$ cat src/rtl/dot_product_sequencer.sv
// rtl/dot_product_sequencer.sv - control FSM that runs NEURONS dot products through the lane datapath and tracks the argmax
module dot_product_sequencer #(
    parameter int NEURONS   = 10,
    parameter int PIXEL_N   = 785,
    parameter int PARALLEL  = 4,
    parameter int BUS_WIDTH = 7,
    parameter int FPM_DELAY = 6,
    parameter int FPA_DELAY = 2,
    parameter int VAL_SIZE  = 26,
    localparam int BEATS    = (PIXEL_N + PARALLEL * BUS_WIDTH - 1) / (PARALLEL * BUS_WIDTH),
    localparam int DRAIN    = FPM_DELAY + FPA_DELAY + 4,
    localparam int PAW      = (BEATS > 1) ? $clog2(BEATS) : 1,
    localparam int WAW      = $clog2(NEURONS * BEATS),
    localparam int CW       = $clog2(NEURONS)
) (
    input  logic                clk,
    input  logic                GlobalReset,
    input  logic                start,
    output logic                busy,
    output logic                dp_clear,
    output logic                bus_zero,
    output logic [PAW-1:0]      pix_addr,
    output logic [WAW-1:0]      wgt_addr,
    input  logic [VAL_SIZE-1:0] dp_value,
    output logic                result_valid,
    output logic [VAL_SIZE-1:0] result_value,
    output logic [CW-1:0]       result_neuron,
    output logic [CW-1:0]       class_out,
    output logic                done
);

    localparam int SW   = $clog2(BUS_WIDTH);
    localparam int CNTW = $clog2(DRAIN);
    localparam logic signed [VAL_SIZE-1:0] MOST_NEG = {1'b1, {(VAL_SIZE-1){1'b0}}};

    typedef enum logic [2:0] {
        S_IDLE,
        S_CLEAR,
        S_STREAM,
        S_DRAIN,
        S_CAPTURE,
        S_DONE
    } state_t;

    state_t                      state;
    logic [CW-1:0]               neuron;
    logic [PAW-1:0]              beat;
    logic [SW-1:0]               sub;
    logic [CNTW-1:0]             cnt;
    logic signed [VAL_SIZE-1:0]  max_val;

    assign dp_clear = GlobalReset || (state inside {S_IDLE, S_CLEAR, S_DONE});

    always_ff @(posedge clk) begin
        if (GlobalReset) begin
            state         <= S_IDLE;
            busy          <= 1'b0;
            bus_zero      <= 1'b0;
            neuron        <= '0;
            beat          <= '0;
            sub           <= '0;
            cnt           <= '0;
            pix_addr      <= '0;
            wgt_addr      <= '0;
            max_val       <= '0;
            result_valid  <= 1'b0;
            result_value  <= '0;
            result_neuron <= '0;
            class_out     <= '0;
            done          <= 1'b0;
        end else begin
            result_valid <= 1'b0;
            done         <= 1'b0;
            case (state)
                S_IDLE: begin
                    if (start) begin
                        state    <= S_CLEAR;
                        busy     <= 1'b1;
                        neuron   <= '0;
                        beat     <= '0;
                        sub      <= '0;
                        cnt      <= '0;
                        pix_addr <= '0;
                        wgt_addr <= '0;
                        max_val  <= MOST_NEG;
                    end
                end
                S_CLEAR: begin
                    if (cnt == CNTW'(1)) begin
                        state <= S_STREAM;
                        cnt   <= '0;
                    end else begin
                        cnt <= cnt + 1'b1;
                    end
                end
                S_STREAM: begin
                    // Prefetch one cycle early so the next word lands as width_cnt wraps.
                    if (sub == SW'(BUS_WIDTH - 2) && beat != PAW'(BEATS - 1)) begin
                        pix_addr <= pix_addr + 1'b1;
                        wgt_addr <= wgt_addr + 1'b1;
                    end
                    if (sub == SW'(BUS_WIDTH - 1)) begin
                        sub <= '0;
                        if (beat == PAW'(BEATS - 1)) begin
                            state    <= S_DRAIN;
                            bus_zero <= 1'b1;
                        end else begin
                            beat <= beat + 1'b1;
                        end
                    end else begin
                        sub <= sub + 1'b1;
                    end
                end
                S_DRAIN: begin
                    if (cnt == CNTW'(DRAIN - 1)) begin
                        state    <= S_CAPTURE;
                        bus_zero <= 1'b0;
                        cnt      <= '0;
                    end else begin
                        cnt <= cnt + 1'b1;
                    end
                end
                S_CAPTURE: begin
                    result_valid  <= 1'b1;
                    result_value  <= dp_value;
                    result_neuron <= neuron;
                    // Neuron 0 always seeds the maximum so class_out never keeps a stale winner.
                    if (neuron == '0 || $signed(dp_value) > max_val) begin
                        max_val   <= $signed(dp_value);
                        class_out <= neuron;
                    end
                    if (neuron == CW'(NEURONS - 1)) begin
                        state <= S_DONE;
                        done  <= 1'b1;
                    end else begin
                        state    <= S_CLEAR;
                        neuron   <= neuron + 1'b1;
                        beat     <= '0;
                        pix_addr <= '0;
                        // wgt_addr parked on this neuron's last beat, so +1 is the next row base.
                        wgt_addr <= wgt_addr + 1'b1;
                    end
                end
                S_DONE: begin
                    state <= S_IDLE;
                    busy  <= 1'b0;
                end
                default: begin
                    state <= S_IDLE;
                    busy  <= 1'b0;
                end
            endcase
        end
    end

endmodule

$ cat config.mk
export PLATFORM = sky130hd
export DESIGN_NAME = dot_product_sequencer
export DESIGN_NICKNAME = d
export VERILOG_FILES = /design/src/rtl/dot_product_sequencer.sv
export SDC_FILE = /design/constraint.sdc
export NUM_CORES = 1
export LEC_CHECK = 0
export CORE_MARGIN = 2
export CORE_UTILIZATION = 48
export CTS_CLUSTER_SIZE = 20
export DETAILED_ROUTE_END_ITERATION = 10
export GPL_TIMING_DRIVEN = 0
export PLACE_DENSITY = 0.76
export REMOVE_ABC_BUFFERS = 1
export SLEW_MARGIN = 40
export SYNTH_ARGS = -nofsm -noshare
export SYNTH_HDL_FRONTEND = slang
export SYNTH_SLANG_ARGS = --single-unit
export TNS_END_PERCENT = 10
$ cat constraint.sdc
create_clock -name clk -period 2.32 [get_ports clk]
set_clock_uncertainty 0.2 [all_clocks]
set_input_delay 0.464 -clock clk [delete_from_list [all_inputs] [get_ports clk]]
set_output_delay 0.464 -clock clk [all_outputs]
set_load 0.02 [all_outputs]
==> qor.log <==
qor: outcome.status complete, but fails checks
qor: outcome.failed_checks negative setup slack
qor: layout.num_antenna_cells 0
qor: die.initial_utilization 0.489
qor: layout.filler_cell_count 792
qor: power_and_ir_drop.ir_drop 0.000538 V
qor: clock_tree.source_to_sink_clock_delay_at_the_later_pin_of_the_worst_skew_pair 0.37 ns
qor: die.die_height 103 um
qor: layout.mostFrequentLayoutCell sky130_fd_sc_hd__dfxtp_1
qor: detailed_routing.detail_route.drc_violations 0
qor: min_path.timing.hold.worst_endpoint class_out[2]
qor: clock_tree.htreeDepth 3
qor: worst_setup_path.worstSetupEndpointType flop
qor: yosys.register_bit_total_from_synthesis 97
qor: detailed_routing.drtIter0Drc 147
qor: timing.finalSetupViolCount 30
qor: layout.finalCoreUtilization 0.669
qor: timing.timing.final.hold_violations 0
qor: worst_setup_path.rrSetupSlack -0.52 ns
qor: yosys.netlist.area_leader.share 0.410
qor: layout.layout_cells_sized_above_1 0.151
qor: die.core.rowCount 36
qor: timing.finalHoldWorstSlack 0.209 ns
qor: clock_tree.tritoncts built
qor: worst_setup_path.ff2ff_path_depth 12
qor: yosys.async_reset_ff_frac 0
qor: detailed_routing.avgViaCountPerCell 5.60
qor: grt.globalRouteTotalUtil 0.220
qor: min_path.min_path_cells 2
qor: yosys.top_post_synthesis_cells_by_area sky130_fd_sc_hd__dfxtp_1 41%, sky130_fd_sc_hd__ha_1 9.3%, sky130_fd_sc_hd__a21oi_1 6.3%
qor: worst_setup_path.data_required_time_at_the_worst_endpoint 2.36 ns
qor: clock_tree.clock_tree.buffer_depth 2
qor: yosys.yosysSeqAreaShare 0.410
qor: yosys.synth.avg_cell_area 8.22 um^2
qor: timing.grt_setup_unrepaired yes
qor: detailed_routing.detail_route.wl_per_cell 15.4 um
qor: layout.final_net_count 726
qor: worst_setup_path.path_max_fanout 12
qor: timing.layout_worst_path_cycle_share 1.23
qor: grt.grt_start_max_net_pins 58
qor: min_path.worst_hold_startpoint GlobalReset
qor: yosys.synth-warning-count 0
qor: timing.fmax 0.350 GHz
qor: layout.mostFrequentLayoutCells 89 x sky130_fd_sc_hd__dfxtp_1, 79 x sky130_fd_sc_hd__nand2_1, 66 x sky130_fd_sc_hd__nor2_1, 59 x sky130_fd_sc_hd__a21oi_1, 55 x sky130_fd_sc_hd__clkdlybuf4s50_1
qor: timing.finalWorstPathRequiredPeriod 2.86 ns
qor: layout.ff_latch_area 1950 um^2
qor: yosys.ys_types 55
qor: clock_tree.cts.clk_slew.worst_paths 0.09 ns
qor: timing.worst-slew-pin-transition 0.652 ns
qor: timing.totalNegativeSetupSlack -12.37 ns
qor: grt.grt-ovfl-total 0
qor: yosys.yosysTopAreaCell sky130_fd_sc_hd__dfxtp_1
qor: clock_tree.cts-buffers-inserted 9
qor: min_path.timing.hold.worst.class input pin to flop
qor: worst_setup_path.critical_path.startpoint_type input pin
qor: yosys.synthCells 576
qor: worst_setup_path.crit-reg2reg-capture max_val[15]
qor: placed_design.place_worst_setup_slack -1.21 ns
qor: grt.first_global_vias 4029
qor: placed_design.detailed_place_hpwl 7430 um
qor: power_and_ir_drop.power.leakage 2.32 nW
qor: die.die_area 10700 um^2
qor: power_and_ir_drop.p_total 4.13 mW
qor: yosys.ys.flop_type sky130_fd_sc_hd__dfxtp_1
qor: detailed_routing.iteration_count_of_the_initial_detailed_routing_pass 5
qor: grt.grt_first_pass_wirelength 18600 um
qor: placed_design.portBuffers 81
qor: detailed_routing.antenna_violating_nets_post_route 0
qor: worst_setup_path.reg2reg_from max_val[19]
qor: clock_tree.clock-root-buffer sky130_fd_sc_hd__clkbuf_8
qor: power_and_ir_drop.powerDensity 637 nW/um^2
qor: yosys.synth_edf_count 0
qor: worst_setup_path.arrival 2.90 ns
qor: yosys.syn_area 4730 um^2
qor: detailed_routing.route.final.wire_length 12300 um
qor: placed_design.gp_congestion 0.812
qor: layout.area_overhead_vs_synth 36.9%
qor: detailed_routing.vias 4481
qor: worst_setup_path.critPathKind input pin to flop
qor: layout.multiInputGateArea 2890 um^2
qor: timing.report.final.slew_viol_count 0
qor: flow_run.number_of_maximum_capacitance_violations 0
qor: clock_tree.cts_num_sinks 97
qor: die.core-area 9680 um^2
qor: die.die_w 103 um
qor: timing.finalWorstSetupSlack -0.537 ns
qor: timing.slew-limit-headroom 0.564
qor: grt.initial_antenna_violation_count 0
qor: die.io-pin-count 82
==> metal layers <==
layer  part of all wire  routed length [um]  global-route usage  vias to the layer above
met2               0.51                6260               0.377                      149
met1               0.42                5150               0.274                     2113
li1                   -                   -                   -                     2194
met3              0.050                 619              0.0457                       25
met5                  0                   0                   0                        -
met4              0.021                 256              0.0769                        0
==> worst max path at each step <==
stage	start	endpoint	slack, ns	depth (start not counted)
floorplan	dp_value[25]	max_val[25]	-0.65	8
global placement	GlobalReset	dp_clear	-2.77	3
detailed placement	dp_value[25]	class_out[2]	-1.21	10
CTS	max_val[19]	max_val[9]	-0.40	9
global route	max_val[19]	max_val[24]	-0.64	12
finish	dp_value[21]	max_val[15]	-0.54	12
==> per-stage QoR <==
| step | instances | instance area, um^2 |
|---|---|---|
| after floorplan | 541 | 4590 |
| after global placement | 755 | 5570 |
| after detailed placement | 761 | 5700 |
| after CTS | 789 | 6250 |
| after global routing | 800 | 6480 |
| final | 800 | 6480 |
==> logic make-up (layout without fill, tap and decap cells) <==
logic type | count (synthesis) | after routing | synth area share
AOI/OAI and AO/OA | 147 | 147 | 0.199
DFF | 97 | 97 | 0.410
muxes | 7 | 7 | 0.0148
buffers and inverters | 69 | 160 | 0.0571
xor gates and xnor gates | 13 | 13 | 0.0241
and+or+nand+nor | 208 | 208 | 0.202
adders and majority gates | 35 | 35 | 0.0925
==> flip-flops by register name, summed over array words and instances (netlist names) <==
signal / flops
max_val: 26
result_value: 26
wgt_addr: 9
beat: 5
pix_addr: 5
class_out: 4
cnt: 4
neuron: 4
result_neuron: 4
state: 3
sub: 3
bus_zero: 1
busy: 1
done: 1
result_valid: 1
==> worst max-delay path: stages <==
cell and delay [ns]:
sky130_fd_sc_hd__dlygate4sd2_1 0.27, sky130_fd_sc_hd__ha_4 0.28, sky130_fd_sc_hd__nand4_1 0.14, sky130_fd_sc_hd__buf_4 0.18, sky130_fd_sc_hd__nor3_4 0.18, sky130_fd_sc_hd__nand4_1 0.23
sky130_fd_sc_hd__o2111ai_4 0.30, sky130_fd_sc_hd__o211ai_4 0.13, sky130_fd_sc_hd__buf_12 0.15, sky130_fd_sc_hd__buf_6 0.11, sky130_fd_sc_hd__buf_8 0.13, sky130_fd_sc_hd__o41ai_1 0.33
==> what timing repair did <==
item	CTS	global route
pin swaps	22	17
buffers inserted	11	8
endpoints found under the setup margin	55	45
hold buffers	0	0
resized for setup	63	37
cloned	1	3
==> final cells by class <==
cell class,instances,area share
multi-input combinational,410,0.445
sequential,97,0.302
timing repair buffer,110,0.175
tap,133,0.0257
clock buffer,11,0.0203
inverter,34,0.0197
clock inverter,5,0.0122
==> synthesized netlist by cell type, types with 2 or more instances <==
cell type	n
sky130_fd_sc_hd__o211ai_1	4
sky130_fd_sc_hd__a21oi_1	60
sky130_fd_sc_hd__mux2i_1	7
sky130_fd_sc_hd__inv_1	34
sky130_fd_sc_hd__nand2_1	79
sky130_fd_sc_hd__nand4b_1	3
sky130_fd_sc_hd__o211a_1	2
sky130_fd_sc_hd__nor2_1	68
sky130_fd_sc_hd__a2111oi_0	2
sky130_fd_sc_hd__a211oi_1	2
sky130_fd_sc_hd__and2_1	4
sky130_fd_sc_hd__nand2b_1	6
sky130_fd_sc_hd__buf_2	6
sky130_fd_sc_hd__ha_1	35
sky130_fd_sc_hd__and3_1	2
sky130_fd_sc_hd__dfxtp_1	97
sky130_fd_sc_hd__nand3b_1	3
sky130_fd_sc_hd__clkbuf_1	26
sky130_fd_sc_hd__buf_1	2
sky130_fd_sc_hd__or3_1	4
sky130_fd_sc_hd__xor2_1	13
sky130_fd_sc_hd__nand4_1	16
sky130_fd_sc_hd__nand3_1	6
sky130_fd_sc_hd__o41ai_1	25
sky130_fd_sc_hd__o21ai_0	34
sky130_fd_sc_hd__nor3_1	4
sky130_fd_sc_hd__o21a_1	2
sky130_fd_sc_hd__nor2b_1	2
sky130_fd_sc_hd__o21bai_1	2
==> where the power goes <==
group / internal (mW) / leakage, nW / total [mW] / switching, mW
Clock: 0.609 / 0.108 / 1.19 / 0.581
Combinational: 0.428 / 1.43 / 1.09 / 0.664
Sequential: 1.73 / 0.786 / 1.85 / 0.114
Total: 2.77 / 2.32 / 4.13 / 1.36
Note: power is estimated with default switching activity, not from simulation.
